## config.mk

```make
export PLATFORM = sky130hd
export DESIGN_NAME = reg_file_2r1w
export DESIGN_NICKNAME = d
export VERILOG_FILES = /design/src/rtl/reg_file_2r1w.sv
export SDC_FILE = /design/constraint.sdc
export NUM_CORES = 2
export LEC_CHECK = 0
export ABC_CLOCK_PERIOD_IN_PS = 37700
export BUFFER_PORTS_ARGS = -buffer_cell sky130_fd_sc_hd__buf_2
export CAP_MARGIN = 20
export CORE_MARGIN = 2
export CORE_UTILIZATION = 51
export DETAILED_ROUTE_END_ITERATION = 8
export PLACE_DENSITY_LB_ADDON = 0.12
export SLEW_MARGIN = 15
export SYNTH_ARGS = -nofsm -noshare
export SYNTH_HDL_FRONTEND = slang
export SYNTH_SLANG_ARGS = --single-unit
```

## constraint.sdc

```tcl
create_clock -name clk -period 37.7 [get_ports clk]
set_clock_uncertainty 0.1 [all_clocks]
set_input_delay 3.77 -clock clk [delete_from_list [all_inputs] [get_ports clk]]
set_output_delay 3.77 -clock clk [all_outputs]
set_load 0.02 [all_outputs]
```

## src/rtl/reg_file_2r1w.sv

```systemverilog
// reg_file_2r1w: CPU general-purpose register file. Two combinational read
// ports with write-first bypass, one write port, optional hardwired-zero
// entry 0, and a saturating count of committed writes.

// One read port: zero-entry override, same-cycle write bypass, array read.
module reg_file_rd_port #(
  parameter int DATA_W   = 32,
  parameter int ADDR_W   = 5,
  parameter int ZERO_REG = 1
) (
  input  logic                                  reset,
  input  logic [(1<<ADDR_W)-1:0][DATA_W-1:0]    mem,
  input  logic [ADDR_W-1:0]                     addr,
  input  logic                                  we,
  input  logic [ADDR_W-1:0]                     wr_addr,
  input  logic [DATA_W-1:0]                     wr_data,
  output logic [DATA_W-1:0]                     rd_data
);

  // Priority: reset forces 0, then the zero entry, then bypass, then storage.
  always_comb begin
    rd_data = mem[addr];
    if (reset)
      rd_data = '0;
    else if ((ZERO_REG != 0) && (addr == '0))
      rd_data = '0;
    else if (we && (wr_addr == addr))
      rd_data = wr_data;
  end

endmodule

module reg_file_2r1w #(
  parameter int DATA_W   = 32,
  parameter int ADDR_W   = 5,
  parameter int ZERO_REG = 1
) (
  input  logic              clk,
  input  logic              reset,
  input  logic [ADDR_W-1:0] rs_addr,
  input  logic [ADDR_W-1:0] rt_addr,
  output logic [DATA_W-1:0] rd_data_a,
  output logic [DATA_W-1:0] rd_data_b,
  input  logic              we,
  input  logic [ADDR_W-1:0] wr_addr,
  input  logic [DATA_W-1:0] wr_data,
  output logic [15:0]       wr_count
);

  localparam int DEPTH = 1 << ADDR_W;
  localparam int NPORT = 2;

  logic [DEPTH-1:0][DATA_W-1:0] mem_q, mem_d;
  logic [15:0]                  wr_count_q, wr_count_d;
  logic                         wr_commit;

  logic [NPORT-1:0][ADDR_W-1:0] rd_addr;
  logic [NPORT-1:0][DATA_W-1:0] rd_data;

  // A write commits unless it targets the hardwired zero entry; an X on we
  // resolves to "no write", so idle X inputs leave storage untouched.
  always_comb begin
    mem_d      = mem_q;
    wr_count_d = wr_count_q;
    wr_commit  = 1'b0;
    if (we && !((ZERO_REG != 0) && (wr_addr == '0)))
      wr_commit = 1'b1;
    if (wr_commit) begin
      mem_d[wr_addr] = wr_data;
      if (wr_count_q != 16'hFFFF)
        wr_count_d = wr_count_q + 16'd1;
    end
  end

  // Storage and write counter; the asynchronous clear beats any pending write.
  always_ff @(posedge clk or posedge reset) begin
    if (reset) begin
      mem_q      <= '0;
      wr_count_q <= '0;
    end else begin
      mem_q      <= mem_d;
      wr_count_q <= wr_count_d;
    end
  end

  assign rd_addr[0] = rs_addr;
  assign rd_addr[1] = rt_addr;

  for (genvar p = 0; p < NPORT; p++) begin : g_rd
    reg_file_rd_port #(
      .DATA_W   (DATA_W),
      .ADDR_W   (ADDR_W),
      .ZERO_REG (ZERO_REG)
    ) u_port (
      .reset   (reset),
      .mem     (mem_q),
      .addr    (rd_addr[p]),
      .we      (we),
      .wr_addr (wr_addr),
      .wr_data (wr_data),
      .rd_data (rd_data[p])
    );
  end

  assign rd_data_a = rd_data[0];
  assign rd_data_b = rd_data[1];
  assign wr_count  = wr_count_q;

endmodule

```

# Word level (Yosys, flattened, before mapping)
# Index checks and enable logic that the tools add are counted.
[word_totals]
elab_cells = 64
output_inout_bits = 80
inputBits = 50
register_bits = 1040
[classes]
n_reduce_logical = 9
addsub = 1
n_mux = 14
order_cmp = 4
eq_ne = 3
[ops]
columns = ["cell", "n"]
rows = [
  ["bitwise mux 1024 bit", 1],
  ["binary-select mux 32 bit (select 5 bit)", 2],
  ["two-way mux 32 bit", 9],
  ["demux 32 bit (select 5 bit)", 1],
  ["< comparator 5 x 6 -> 1 bit, second input constant", 3],
  ["adder 16 x 1 -> 16 bit, second input constant", 1],
  ["!= test 16 bit, second input constant", 1],
  ["logical NOT 5 bit", 3],
  ["== test 5 bit", 2],
  [">= comparator 5 x 1 -> 1 bit, second input constant", 1],
  ["logical AND 1 bit", 4],
  ["AND reduction 2 bit", 1],
  ["logical NOT 1 bit", 1],
  ["two-way mux 1 bit", 1],
]

# Logic depth before layout (Yosys ltp)
[depth]
word_depth = 5
ltp_mapped = 11
mapped_depth_nobuf = 6

# Hierarchy
# From an unflattened synthesis, not the netlist that was laid out.
[hier_totals]
cells_unflattened = 4030
hier_area_um2 = 56484.2
[modules_own_cells]
columns = ["module", "seq_area_each_um2", "area_per_inst_um2", "instances", "cells_per_inst"]
rows = [
  ["reg_file_2r1w", 26025.0, 38829.7, 1, 2366],
  ["reg_file_rd_port", 0.0, 8827.2, 2, 832],
]

# Worst setup path after synthesis
# No wires, ideal clock.
[synth_path]
path_type = "input to output"
start = "input rt_addr[0]"
end = "output rd_data_b[0]"
path_slack_ns = 28.336
path_stages = 7
required_time_ns = 33.830
arrival_ns = 5.494
path_buffers = 3
cell_sequence = "buf_2 > buf_4 > buf_2 > mux4_2 > mux2_2 > o221ai_1 > a41oi_1"
[synth_via]
elab_chain_len = 5
elab_cells_between_ends = 8
classes_between = "eq/ne (1); mux (5); reduce/logical (2)"
[synth_rtl]
columns = ["element", "line_no", "source"]
rows = [
  ["start: declaration", "41", "input logic [ADDR_W-1:0] rt_addr,"],
  ["binary-select mux 32 bit (select 5 bit) or == test 5 bit (tied branches)", "22, 27", ""],
  ["two-way mux 32 bit (implied by the code) or logical AND 1 bit (tied branches)", "22, 27", ""],
  ["two-way mux 32 bit", "27", "else if (we && (wr_addr == addr))"],
  ["two-way mux 32 bit (*)", "25", "else if ((ZERO_REG != 0) && (addr == '0))"],
  ["two-way mux 32 bit (*)", "23", "if (reset)"],
  ["end: declaration", "43", "output logic [DATA_W-1:0] rd_data_b,"],
]
# Mark *: on every way between the ends. The rest lies on a longest branch, timed or not. The select of a mux whose other input is x is not followed.

# Worst setup path in the final report
[layout_path]
start = "input rt_addr[0]"
end = "output rd_data_b[23]"
# Same word-level chain as after synthesis.

==> metrics.md <==
| Metric | Value |
|---|---|
| Worst Hold Class | `reg2reg` |
| I/O pin count | `130` |
| Post-synth top area cell | `dfrtp_1` |
| GP Congestion | `0.805` |
| Gr usage total | `33.2%` |
| Commonest non-fill, non-tap cell in the layout | `mux2_2` |
| Setup slack, reg-to-reg | `35.52 ns` |
| Postcts setup bufs | `0` |
| CP Launch Type | `primary input` |
| Avg Vias per Cell | `6.76` |
| Status | `finished clean` |
| CTS Hold Bufs | `0` |
| Final Slew Violations | `0` |
| Worst EP required | `33.83 ns` |
| Register area share after synthesis | `46.1%` |
| Worst setup slack after layout | `25.77 ns` |
| Grt met2 use | `50.9%` |
| Pre-Repair DR Iteration Count | `6` |
| Detailed Route Iter0 Violations | `3,527` |
| Commonest cells after routing, fill and taps aside | `mux2_2, dfrtp_1, mux2i_1` |
| Wire per inst | `33.8 um` |
| Synth Cell Area | `56,400 um2` |
| Finished Core Util | `56.2%` |
| Max IR drop VDD | `39.4 uV` |
| Total number of H-tree levels | `3` |
| Port Buffer Count | `129` |
| Mapped Nets | `4,108` |
| Final Hold Vio Count | `0` |
| Worst Setup Path Type | `in2out` |
| YS warnings | `0` |
| Share of cells above drive strength 1 | `46.1%` |
| Worst-case clock buffer depth | `3` |
| Grt peak-use layer | `met2` |
| DRC | `0` |
| RSZ-0062 raised after global routing | `no` |
| Nets | `3,991` |
| Fin crit period | `11.93 ns` |
| Post-DP HPWL | `103 mm` |
| Starting Density | `51.2%` |
| Vias post-DR | `37,385` |
| Pin count of the biggest net entering global routing | `161` |
| FMAX | `0.0839 GHz` |
| Most used cell, CP | `buf_4` |
| Detailed-route wire length | `187 mm` |
| Core Area | `110,000 um2` |
| DIE WIDTH | `337 um` |
| Worst path cell trace | `buf_8 -> buf_4 -> buf_4 -> buf_4 -> mux4_2 -> mux2_2 -> nand2_1 -> a41oi_1 -> buf_2` |
| Actual slew at the worst max-slew pin | `1.17 ns` |
| Post-synth EDFFs | `0` |
| CP max stage cell | `buf_4` |
| CP Max Fanout | `68` |
| Yosys reg bits | `1,040` |
| MaxCap Viol Count | `0` |
| Post-placement setup slack | `25.73 ns` |
| Final setup vio count | `0` |
| Worst-Skew Late Latency | `0.70 ns` |
| Synth top area share | `46.1%` |
| Chip height | `337 um` |
| Worst hold margin | `0.296 ns` |
| Top cells by area, synth | `dfrtp_1, mux2_2, mux4_2, mux2i_1, clkbuf_1` |
| Setup TNS | `0 ns` |
| Die area | `113,000 um2` |
| Slew Limit Headroom | `21.7%` |
| PwrDens | `53.9 nW/um2` |
| Syn avg cell area | `13.9 um2` |
| Root Buffer | `clkbuf_16` |
| Main synth FF type | `dfrtp_1` |
| Post_cts resized | `0` |
| Number of global-route vias before repair | `37,306` |
| CTS tree | `built` |
| Met3 usage | `6.23%` |
| First-pass GRT wire length | `272 mm` |
| Clock sinks | `1,040` |
| Worst path max stage delay | `0.70 ns` |
| Row Count | `122` |
| Ys async rst share | `100%` |
| Antenna Violating Nets Remaining | `0` |
| CTS Buf Count | `116` |
| CP Capture Type | `primary output` |
| Mapped Cells | `4,057` |
| GRT met1 Usage | `47.2%` |
| Antenna violations before repair | `7` |
| Yosys cell types | `47` |
| Arrival time worst endpoint | `8.06 ns` |
| Total gr overflow | `0` |
| Fin crit share | `31.6%` |
| Leakage | `27.5 nW` |
| Area Growth Syn to Fin | `9.73%` |
| Clock Pin Slew Worst Setup and Hold Paths | `0.06 ns` |
## area by class of cell
| cell class | count | area (um2) |
|---|---|---|
| Fill cell | 9110 | 48300 |
| Multi-Input combinational cell | 2555 | 28500 |
| Sequential cell | 1040 | 26000 |
| Clock buffer | 173 | 3560 |
| Tap cell | 1488 | 1860 |
| Timing Repair Buffer | 226 | 1500 |
| Clock inverter | 40 | 444 |
| Antenna cell | 6 | 15.0 |
| Inverter | 1 | 11.3 |
## flip-flops by register name, summed over array words and instances (netlist names)
| signal | cells |
|---|---|
| wr_count | 16 |
| mem_q | 1024 |
## worst max-delay path, delay by kind of cell
family	cells	cell delay, ns
buffers and inverters	5	2.86
multiplexers	2	0.86
AO/OA/AOI/OAI	1	0.33
AND/OR/NAND/NOR	1	0.07
## through the flow
stage               std cells  total power (W)  area (um2)
floorplan                4057          0.00198       56400
CTS                      5521          0.00335       61900
global route             5525          0.00347       61900
global placement         5307          0.00214       57800
finish                   5529          0.00334       61900
detailed placement       5308          0.00216       57800
## report_power, final
| group | switching, W | internal, W | leakage, nW |
|---|---|---|---|
| registers | 0.000154 | 0.00133 | 13.4 |
| clock network | 0.000478 | 0.000709 | 2.00 |
| logic | 0.000291 | 0.000375 | 12.1 |
| total | 0.000923 | 0.00241 | 27.5 |
## cells in the mapped netlist (19+ instances only)
cell type,instances
mux4_2,320
nand3_1,24
buf_4,44
clkbuf_1,232
nor2b_1,44
o211a_1,23
buf_2,116
mux2i_1,433
o221ai_1,79
a22oi_1,19
nor2_1,20
buf_1,55
dfrtp_1,1040
mux2_2,1062
a41oi_1,32
o21ai_0,138
nand2_1,93
o22ai_1,123
## routing by layer
metal / vias to the layer above / part of all wire (%)
met5: - / 0.019
met4: 6 / 3.8
met3: 373 / 7.8
met2: 1585 / 46
met1: 20112 / 43
li1: 15309 / -
## worst paths after layout
check | startpoint | to | depth (start not counted)
setup / recovery | rt_addr[0] | rd_data_b[23] | 9
hold / removal | mem_q[8] | mem_q[8] | 0
setup reg to reg | wr_count[0] | wr_count[1] | 5
hold reg to reg | mem_q[8] | mem_q[8] | 0
max in group asynchronous | reset | mem_q[394] | 4
min in group asynchronous | reset | mem_q[667] | 2
## cell families after synthesis
logic type               after synthesis  share of synthesized area [%]
buffers and inverters                462                           3.81
XOR/XNOR                              24                          0.373
flip-flops                          1040                           46.1
adder cells (fa/ha/maj)                1                         0.0222
multiplexers                        1816                           41.7
AND/OR/NAND/NOR                      229                           2.06
AO/OA/AOI/OAI                        485                           5.93
Power figures use the tool's default switching activity.
